===== src/rtl/rx_cmd_decoder.sv =====
// Decodes 12-bit command words from the receive stage into a frequency word
// (4-byte transfer with valid/ready), mode, run enable and sticky error flags.
module rx_cmd_decoder #(
  parameter int          TIMEOUT_CYC = 50000,
  parameter logic [31:0] FREQ_INIT   = 32'd96878045,
  parameter int          MODE_W      = 2
) (
  input  logic              ExtClk,
  input  logic              ExtReset,
  input  logic [11:0]       DataIn,
  input  logic              DataInValid,
  output logic [31:0]       FreqWord,
  output logic              FreqValid,
  input  logic              FreqReady,
  output logic [MODE_W-1:0] Mode,
  output logic              Enable,
  output logic              Busy,
  output logic [3:0]        ErrFlags
);
  localparam int CW = (TIMEOUT_CYC > 2) ? $clog2(TIMEOUT_CYC) : 1;
  localparam logic [CW-1:0] TO_LAST = CW'(TIMEOUT_CYC - 1);

  typedef enum logic {IDLE, COLLECT} state_t;
  state_t state, state_nxt;

  logic [1:0]        idx, idx_nxt;
  logic [2:0][7:0]   bytes, bytes_nxt;
  logic [CW-1:0]     cnt, cnt_nxt;
  logic [31:0]       freq_nxt;
  logic              fvalid_nxt, enable_nxt;
  logic [MODE_W-1:0] mode_nxt;
  logic [3:0]        err_nxt, err_set;

  logic [3:0] op;
  logic [7:0] pl;
  logic is_mode, is_run, is_fstart, is_fdata, is_clear, is_bad;
  logic in_col, timeout, complete;

  assign op        = DataIn[11:8];
  assign pl        = DataIn[7:0];
  assign is_mode   = DataInValid && (op == 4'h1);
  assign is_run    = DataInValid && (op == 4'h2);
  assign is_fstart = DataInValid && (op == 4'h3);
  assign is_fdata  = DataInValid && (op == 4'h4);
  assign is_clear  = DataInValid && (op == 4'hF);
  assign is_bad    = DataInValid && !(is_mode || is_run || is_fstart || is_fdata || is_clear);
  assign in_col    = (state == COLLECT);
  // A word in the last countdown cycle wins over the timeout.
  assign timeout   = in_col && !DataInValid && (cnt == TO_LAST);
  assign complete  = in_col && is_fdata && (idx == 2'd3);
  assign Busy      = in_col;

  always_ff @(posedge ExtClk or posedge ExtReset) begin
    if (ExtReset) state <= IDLE;
    else          state <= state_nxt;
  end

  always_comb begin
    state_nxt = state;
    case (state)
      IDLE:    if (is_fstart) state_nxt = COLLECT;
      COLLECT: if (complete || timeout) state_nxt = IDLE;
      default: state_nxt = IDLE;
    endcase
  end

  always_comb begin
    idx_nxt    = idx;
    bytes_nxt  = bytes;
    cnt_nxt    = '0;
    freq_nxt   = FreqWord;
    fvalid_nxt = FreqValid;
    mode_nxt   = Mode;
    enable_nxt = Enable;
    err_set    = '0;
    if (in_col && !DataInValid && !timeout) cnt_nxt = cnt + 1'b1;
    if (is_mode) mode_nxt = pl[MODE_W-1:0];
    if (is_run)  enable_nxt = pl[0];
    if (is_bad)  err_set[0] = 1'b1;
    if (timeout) err_set[1] = 1'b1;
    if (is_fstart) begin
      bytes_nxt[0] = pl;
      idx_nxt      = 2'd1;
      if (in_col) err_set[2] = 1'b1;
    end
    if (is_fdata) begin
      if (!in_col) err_set[2] = 1'b1;
      else begin
        idx_nxt = idx + 2'd1;
        case (idx)
          2'd1:    bytes_nxt[1] = pl;
          2'd2:    bytes_nxt[2] = pl;
          default: ;
        endcase
      end
    end
    if (FreqValid && FreqReady) fvalid_nxt = 1'b0;
    if (complete) begin
      freq_nxt   = {pl, bytes[2], bytes[1], bytes[0]};
      fvalid_nxt = 1'b1;
      if (FreqValid && !FreqReady) err_set[3] = 1'b1;
    end
    err_nxt = (is_clear ? 4'b0 : ErrFlags) | err_set;
  end

  always_ff @(posedge ExtClk or posedge ExtReset) begin
    if (ExtReset) begin
      idx       <= '0;
      bytes     <= '0;
      cnt       <= '0;
      FreqWord  <= FREQ_INIT;
      FreqValid <= 1'b0;
      Mode      <= '0;
      Enable    <= 1'b0;
      ErrFlags  <= '0;
    end else begin
      idx       <= idx_nxt;
      bytes     <= bytes_nxt;
      cnt       <= cnt_nxt;
      FreqWord  <= freq_nxt;
      FreqValid <= fvalid_nxt;
      Mode      <= mode_nxt;
      Enable    <= enable_nxt;
      ErrFlags  <= err_nxt;
    end
  end
endmodule


===== config.mk =====
export PLATFORM = sky130hd
export DESIGN_NAME = rx_cmd_decoder
export DESIGN_NICKNAME = d
export VERILOG_FILES = /design/src/rtl/rx_cmd_decoder.sv
export SDC_FILE = /design/constraint.sdc
export NUM_CORES = 1
export LEC_CHECK = 0
export ABC_AREA = 0
export CELL_PAD_IN_SITES_DETAIL_PLACEMENT = 0
export CELL_PAD_IN_SITES_GLOBAL_PLACEMENT = 2
export CORE_MARGIN = 1
export CORE_UTILIZATION = 33
export CTS_CLUSTER_SIZE = 20
export DETAILED_ROUTE_END_ITERATION = 10
export PLACE_DENSITY_LB_ADDON = 0.25
export RECOVER_POWER = 50
export SLEW_MARGIN = 10
export SYNTH_ARGS = -nofsm -noshare
export SYNTH_HDL_FRONTEND = slang
export SYNTH_SLANG_ARGS = --single-unit

===== constraint.sdc =====
create_clock -name ExtClk -period 2.2 [get_ports ExtClk]
set_input_delay 0.22 -clock ExtClk [delete_from_list [all_inputs] [get_ports ExtClk]]
set_output_delay 0.22 -clock ExtClk [all_outputs]
set_load 0.01 [all_outputs]

Word level (Yosys, flattened, before mapping). Cells that the tools add are included.

Bits in registers: 83. Input bits: 16. Output and inout port bits: 41.

Add/sub/neg operators: 2. Eq/ne operators: 9. Muxes and demuxes: 18. Bitwise logic cells: 2. Reductions and logical operators: 25.

Operator list (number): 16-bit by 1-bit adder with 16-bit output (second input constant) (1); 16-bit == test (second input constant) (1); 16-bit two-way mux (1); 1-bit logical AND (13); 1-bit two-way mux (12); 4-bit by 2-bit == test with 1-bit output (second input constant) (2); 2-bit two-way mux (3); 3-bit AND reduction (2); 1-bit logical OR (5); 2-bit == test (second input constant) (2); 4-bit by 1-bit == test with 1-bit output (second input constant) (1); 4-bit by 3-bit == test with 1-bit output (second input constant) (1); 4-bit == test (second input constant) (1); 1-bit zero test (4); 4-bit two-way mux (1); 4-bit OR (1); 2-bit by 1-bit adder with 2-bit output (second input constant) (1); 2-bit by 1-bit == test with 1-bit output (second input constant) (1); 1-bit one-hot mux with 2 select lines (1); 2-bit nonzero test (1); 1-bit inverter (1).

Depth between registers and ports, before layout. Gate-level depths: netlist of run 1.

Depth in word-level cells: 10. Depth in mapped cells: 6.

Least setup slack after synthesis of run 1. OpenSTA, ideal clock, no wires.

Path kind: register to register. From: register state, in the netlist Busy. To: register FreqWord[14]. Setup time: 125 ps. Data arrival time: 1330 ps. Required time: 2075 ps. Path slack: 744 ps. Cell stages (with the launch flop): 6. Buffers on the path: 2. Clock period less this slack: 1456 ps. Cells stage by stage: dfrtp_1 -> and4_1 -> buf_6 -> nand2_4 -> buf_6 -> mux2_4.

Longest elaborated chain between the ends: 2.

Ends and longest elaborated chain: start, declared (RTL line 24) `state_t state, state_nxt;`; start signal, assigned (RTL line 55) `else state <= state_nxt;`; 1-bit logical AND (2 in a row) (RTL line 50) `assign complete = in_col && is_fdata && (idx == 2'd3);`; end signal, assigned (RTL line 120) `FreqWord <= freq_nxt;`; end, declared (RTL line 12) `output logic [31:0] FreqWord,`.

No other way between the ends. A chain may end at the register's enable or synchronous reset.

Worst setup path after layout of run 1.
From: input DataIn[10]. To: register FreqWord[25].

Longest elaborated chain between the ends: 4.

Ends and longest elaborated chain: start, declared (RTL line 10) `input logic [11:0] DataIn,`; 4-bit by 3-bit == test with 1-bit output (RTL line 44) `assign is_fdata = DataInValid && (op == 4'h4);`; 1-bit logical AND (RTL line 44); 1-bit logical AND (2 in a row) (RTL line 50).

No other way between the ends.

==> results by group, run 1 <==
Worst hold path
  – Hold worst-path end: ErrFlags[3]
  – Hold Path Origin: ErrFlags[3]
  – Hold Path Depth: 2
  – Hold/Removal Path Class: reg2reg

STA
  – Max-slew headroom: 24.4%
  – RSZ-0062 raised after global routing: no
  – Fin crit share: approximately 83%
  – Fin Setup TNS: 0 ns
  – Max Clk Rate: 0.549 GHz
  – Pins over their slew limit: 0
  – Final worst slack: roughly 0.38 ns
  – Setup Skew: 0.0118 ns
  – Slew @ Worst Pin: 1.13 ns
  – Tmin final: 1.82 ns
  – Final hold violations: 0
  – Final setup viols: 0

Placed design
  – Routability Congestion: about 0.68
  – Dpl cell area: roughly 0.0043 mm²
  – Port-buffer cells: 56
  – Detailed Place HPWL: between 4000 and 5000 µm
  – Worst slack at placement: around 0.18 ns

Critical path
  – Critical path required time: around 2.5 ns
  – Critical-path maximum fanout: 14
  – R2R cell count: 4
  – R2R setup slack: about 0.41 ns
  – Critical setup path kind: in2reg
  – Crit path capture type: flip-flop
  – CP Launch Type: input port
  – Worst r2r src: cnt[11]
  – Reg2reg end: cnt[15]
  – Crit path DAT: just over 2 ns

Synthesis
  – Avg Synthesized Cell Area: about 14 µm²
  – Top cell type's share of synthesized area: a little under half
  – Cell accounting for the most synthesized area: dfrtp_1
  – Primary FF master, synth: dfrtp_1
  – Number of synthesized flops with an enable pin: 0
  – Area contributors post-synth: dfrtp_1 46%, dfstp_2 13%, mux2_4 12%
  – Count of cell types in the netlist: 35
  – Top-count cell post-synth: dfrtp_1
  – Number of synthesized register bits: 83
  – Post-synthesis sequential area ratio: ~60%
  – Synth cell count leaders: 66 x dfrtp_1, 31 x mux2_2, 28 x mux2_4, 20 x nor2_1, 17 x dfstp_2
  – Syn Inst Count: between 200 and 300
  – Ys Warns: 0
  – Synth Cell Area: approximately 0.0036 mm²
  – Async SR Flop Fraction: 100%
  – Post-Syn Nets: roughly 270

Global route
  – GR Overflow Total: 0
  – Overall routing resource usage: 13.2%
  – Largest net degree at the start of global routing: 84
  – Vias in the first global route: between 2000 and 2500
  – Initial antenna violation count: 0
  – First-pass GRT wire length: about 11000 µm

Routing
  – Iteration-0 DRC Markers: 59
  – Routed Antenna Nets: 0
  – Final wirelength: roughly 7000 µm
  – Drt wl/cell: 14.9 µm
  – # DRC: 0
  – Drt via density: 4.57
  – Total number of vias: approximately 2100
  – Drt first pass iters: 4

Outcome
  – Status: finished clean

Clock network
  – Hold buffers post-CTS: 0
  – CTS Buf Count: 9
  – Post-CTS Setup Repair Bufs: 0
  – Clock buffer depth: 2
  – Root Driver: clkbuf_8
  – Worst-path clk slew: ~0.080 ns
  – CTS resizes: 0
  – Clk_lat worst skew: roughly 0.36 ns
  – H-tree lvl count: 3
  – Number of clock sinks: 83
  – CTS tree: yes

Cells and area
  – Fill cell total of the finished layout: between 900 and 1000
  – # diodes: 0
  – Final instance area: between 0.004 and 0.005 mm²
  – Synthesis-to-layout area growth: 26.0%
  – Fraction of layout cells with a size suffix above 1: around a third
  – Nets: between 300 and 400

Power
  – Leak: 0.00202 µW
  – Pwr Density: roughly 760 mW/mm²
  – Maximum VDD drop: 0.288 mV

Die
  – Die W: 106 µm
  – Die footprint: around 0.011 mm²
  – Core area: 0.0104 mm²
  – Starting Density: 34.3%
  – Row count: 37
  – Die span in y: approximately 110 µm
  – IO Pins: 57

Run
  – Max Cap Viol: 0
-- cells by family (layout without fill, tap and decap cells) --
logic type                 count (synthesis)  count (layout)  share of synthesized area [%]
DFF                                       83              83                           59.0
and+or+nand+nor                           67              67                           10.3
muxes                                     59              59                           21.6
xor gates and xnor gates                  14              14                           3.45
buffers and inverters                     14              88                           2.39
AOI/OAI and AO/OA                         10              10                           1.86
adders and majority gates                  4               4                           1.41
-- placed cells by master, fill, tap and decap left out, drive strengths merged, types with 4 or more instances in the layout --
cell | netlist | final
dfstp | 17 | 17
clkbuf | 0 | 11
nand2 | 10 | 10
mux2 | 59 | 59
inv | 8 | 10
nor3 | 5 | 5
xnor2 | 13 | 13
dlygate4sd3 | 0 | 10
nand2b | 4 | 4
nand4 | 4 | 4
nor4 | 4 | 4
dfrtp | 66 | 66
nor2 | 21 | 21
ha | 4 | 4
nand3 | 6 | 6
buf | 6 | 6
clkdlybuf4s50 | 0 | 46
-- power breakdown --
group | total, µW | switching (µW) | leakage, µW | internal [µW]
logic | 573 | 219 | 0.000878 | 353
clock network | 1000 | 581 | 0.0000917 | 420
registers | 1850 | 118 | 0.00105 | 1740
-- state kept, by name, summed over array words and instances (netlist names) --
signal / count
Busy: 1
Enable: 1
ErrFlags: 4
FreqValid: 1
FreqWord: 32
Mode: 2
bytes: 24
cnt: 16
idx: 2
-- per-stage QoR --
step                total power (µW)  util, %  hold slack, ns  std cells
finish                          3430     43.2           0.475        461
global route                    3620     43.2           0.517        461
CTS                             3510     43.5           0.339        461
detailed placement              2490     41.8           0.469        445
global placement                2480     41.8           0.472        445
floorplan                       2200        -           0.368        251
-- how the worst max path moves through the flow --
stage	startpoint	end	slack [ns]	cells after the start
after CTS	cnt[11]	cnt[15]	0.37	4
after global placement	DataInValid	bytes[18]	0.18	6
final	DataIn[10]	FreqWord[25]	0.38	6
after global routing	cnt[11]	cnt[12]	0.26	4
after floorplan	Busy	FreqWord[14]	0.74	5
after detailed placement	DataInValid	bytes[20]	0.18	6
-- worst max-delay path, stage by stage --
cell and delay [ns]:
dlygate4sd3_1 0.57, clkbuf_1 0.23, and4_1 0.26, nand2_1 0.19, buf_4 0.28, mux2_4 0.32
-- layout make-up --
type,count,area (µm²),area share [%]
Clock buffer,9,124,2.76
Clock inverter,7,51.3,1.14
Inverter,8,33.8,0.753
Multi-Input combinational cell,154,1370,30.4
Sequential cell,83,2100,46.8
Tap cell,136,170,3.79
Timing Repair Buffer,64,642,14.3
-- layer usage --
metal | track usage, % | share of wire, % | up-vias
met3 | 4.02 | 4.3 | 9
met5 | 0 | 0 | -
met4 | 5.06 | 1.3 | 0
met2 | 17.4 | 41 | 41
li1 | - | - | 1024
met1 | 19.8 | 54 | 1035
Note: power is estimated with default switching activity, not from simulation.
==> run 2, diff against run 1 <==
- clock period: 2.2 -> 1.54 ns (I/O delays scaled with it)
==> run 2 against run 1 <==
- sequential cell count is the same
- utilization grew 2.0 points
- cell area grew 4.7%
- final cell count grew 3.7%
- largest power group unchanged
==> results by group, run 2 (synthesis results as in run 1) <==
STA
  – Setup Skew: 0.0105 ns
  – Final hold slack: approximately 0.37 ns
  – Max-slew headroom: about 70%
  – Slew @ Worst Pin: between 0.4 and 0.5 ns
  – Tmin final: roughly 1.5 ns
  – Final hold violations: 0
  – Pins over their slew limit: 0
  – Final worst slack: about 0.070 ns
  – RSZ-0062 raised after global routing: no
  – Fin crit share: a little over nine tenths
  – Max Clk Rate: a little under 0.7 GHz
  – Final setup viols: 0

Clock network
  – Clk_lat worst skew: 0.35 ns
  – Number of clock sinks: just over 80
  – Worst-path clk slew: around 0.09 ns
  – CTS Buf Count: 9
  – CTS tree: yes
  – Root Driver: clkbuf_8
  – Post-CTS Setup Repair Bufs: 0
  – H-tree lvl count: 3
  – Clock buffer depth: 2

Cells and area
  – # diodes: 0
  – Nets: between 300 and 400
  – Commonest non-fill, non-tap cells in the layout: 65 x dfrtp_1, 37 x clkdlybuf4s50_1, 31 x mux2_2
  – Largest reg by FF count: FreqWord
  – Synthesis-to-layout area growth: 31.9%
  – Multi-input gate area: approximately 0.0014 mm²
  – Fraction of layout cells with a size suffix above 1: 35.4%
  – Register Area: ~0.0021 mm²
  – Top flop regs: FreqWord: 32 flops, bytes: 24 flops, cnt: 16 flops
  – Fill cell total of the finished layout: between 900 and 1000
  – Commonest non-fill, non-tap cell in the layout: dfrtp_1
  – Final core utilization: 45.3%
  – Max reg flops: 32
  – Final instance count without filler cells: around 480

Critical path
  – Worst r2r src: cnt[0]
  – CP endpoint: cnt[15]
  – Crit path capture type: flip-flop
  – Crit path DAT: roughly 1.7 ns
  – Crit path launch: cnt[0]
  – Critical-path maximum fanout: 15
  – Critical path required time: 1.79 ns
  – Critical setup path kind: reg2reg
  – R2R cell count: 6
  – R2R setup slack: roughly 0.070 ns
  – Reg2reg end: cnt[15]
  – CP Launch Type: flip-flop

Worst hold path
  – Hold/Removal Path Class: in2async

Outcome
  – Status: finished clean

Global route
  – First-pass GRT wire length: around 12000 µm
  – Initial antenna violation count: 0
  – Overall routing resource usage: between 10% and 20%
  – GR Overflow Total: 0
  – Met2 usage: between 10% and 20%
  – Vias in the first global route: between 2000 and 2500
  – GRT met3 Usage: 2.78%
  – Met1 usage: between 20% and 30%
  – Largest net degree at the start of global routing: 84
  – Gr busiest metal: met1

Die
  – Row count: 37
  – Core area: between 0.01 and 0.015 mm²
  – IO Pins: 57
  – Die footprint: 0.0112 mm²
  – Starting Density: between 30% and 40%
  – Die span in y: approximately 110 µm
  – Die W: 106 µm

Routing
  – Drt wl/cell: around 15 µm
  – Iteration-0 DRC Markers: 57
  – Routed Antenna Nets: 0
  – Drt first pass iters: 6
  – # DRC: 0
  – Final wirelength: ~7000 µm
  – Drt via density: ~4.6
  – Total number of vias: between 2000 and 2500

Placed design
  – Port-buffer cells: 56
  – Detailed Place HPWL: about 4700 µm
  – Worst slack at placement: -0.327 ns
  – Routability Congestion: roughly 0.71
  – # placed instances: between 400 and 500

Power
  – Tot Pwr: around 5000 µW
  – Pwr Density: around 1100 mW/mm²
  – Leak: approximately 0.0022 µW
  – Maximum VDD drop: about 0.37 mV

Run
  – Max Cap Viol: 0
[run 2: layout make-up]
class | instances | share of cell area, %
flip-flops and latches | 83 | 44.7
multi-input cells | 154 | 30.2
clock inverters | 6 | 1.07
repair buffers | 81 | 17.0
inverters | 8 | 0.666
clock buffers | 10 | 2.72
well taps | 136 | 3.62
[run 2: worst min-delay path by stage]
stage	depth (start not counted)	end	from
final	3	ErrFlags[0]	ExtReset
after global routing	3	ErrFlags[0]	ExtReset
after CTS	3	ErrFlags[0]	ExtReset
after detailed placement	2	ErrFlags[3]	ErrFlags[3]
after global placement	2	ErrFlags[3]	ErrFlags[3]
after floorplan	1	FreqWord[24]	DataIn[0]
[run 2: routing by layer]
layer  wire, µm  share of wire, %  vias up
met5          0                 0        -
met2       3090                43       42
met1       3660                51     1110
met4        122               1.7        0
li1           -                 -     1055
met3        272               3.8       12
[run 2: report_power, final]
| part | total (µW) | internal, µW | leakage, µW | switching (µW) |
|---|---|---|---|---|
| sequential | 2630 | 2480 | 0.00105 | 155 |
| combinational | 888 | 537 | 0.00108 | 350 |
| clock | 1450 | 604 | 0.0000835 | 841 |
[run 2: critical path: stages (launching register included)]
cell and delay (ns):
dfrtp_1 0.41, ha_2 0.22, and4_1 0.20, nand4_1 0.15, nand2b_1 0.18, buf_12 0.15, nor2_1 0.05
[run 2: what timing repair did]
action / 4_1_cts / 5_1_grt
hold buffers: 0 / 0
endpoints found under the setup margin: 18 / 25
resized for setup: 18 / 10
gates cloned: 0 / 0
pin swaps: 0 / 1
[run 2: per-stage QoR]
step	TNS [ns]	area, µm²
finish	0	4690
detailed placement	-14.92	4500
global placement	-14.83	4500
CTS	0	4660
floorplan	0	3560
global route	0	4690
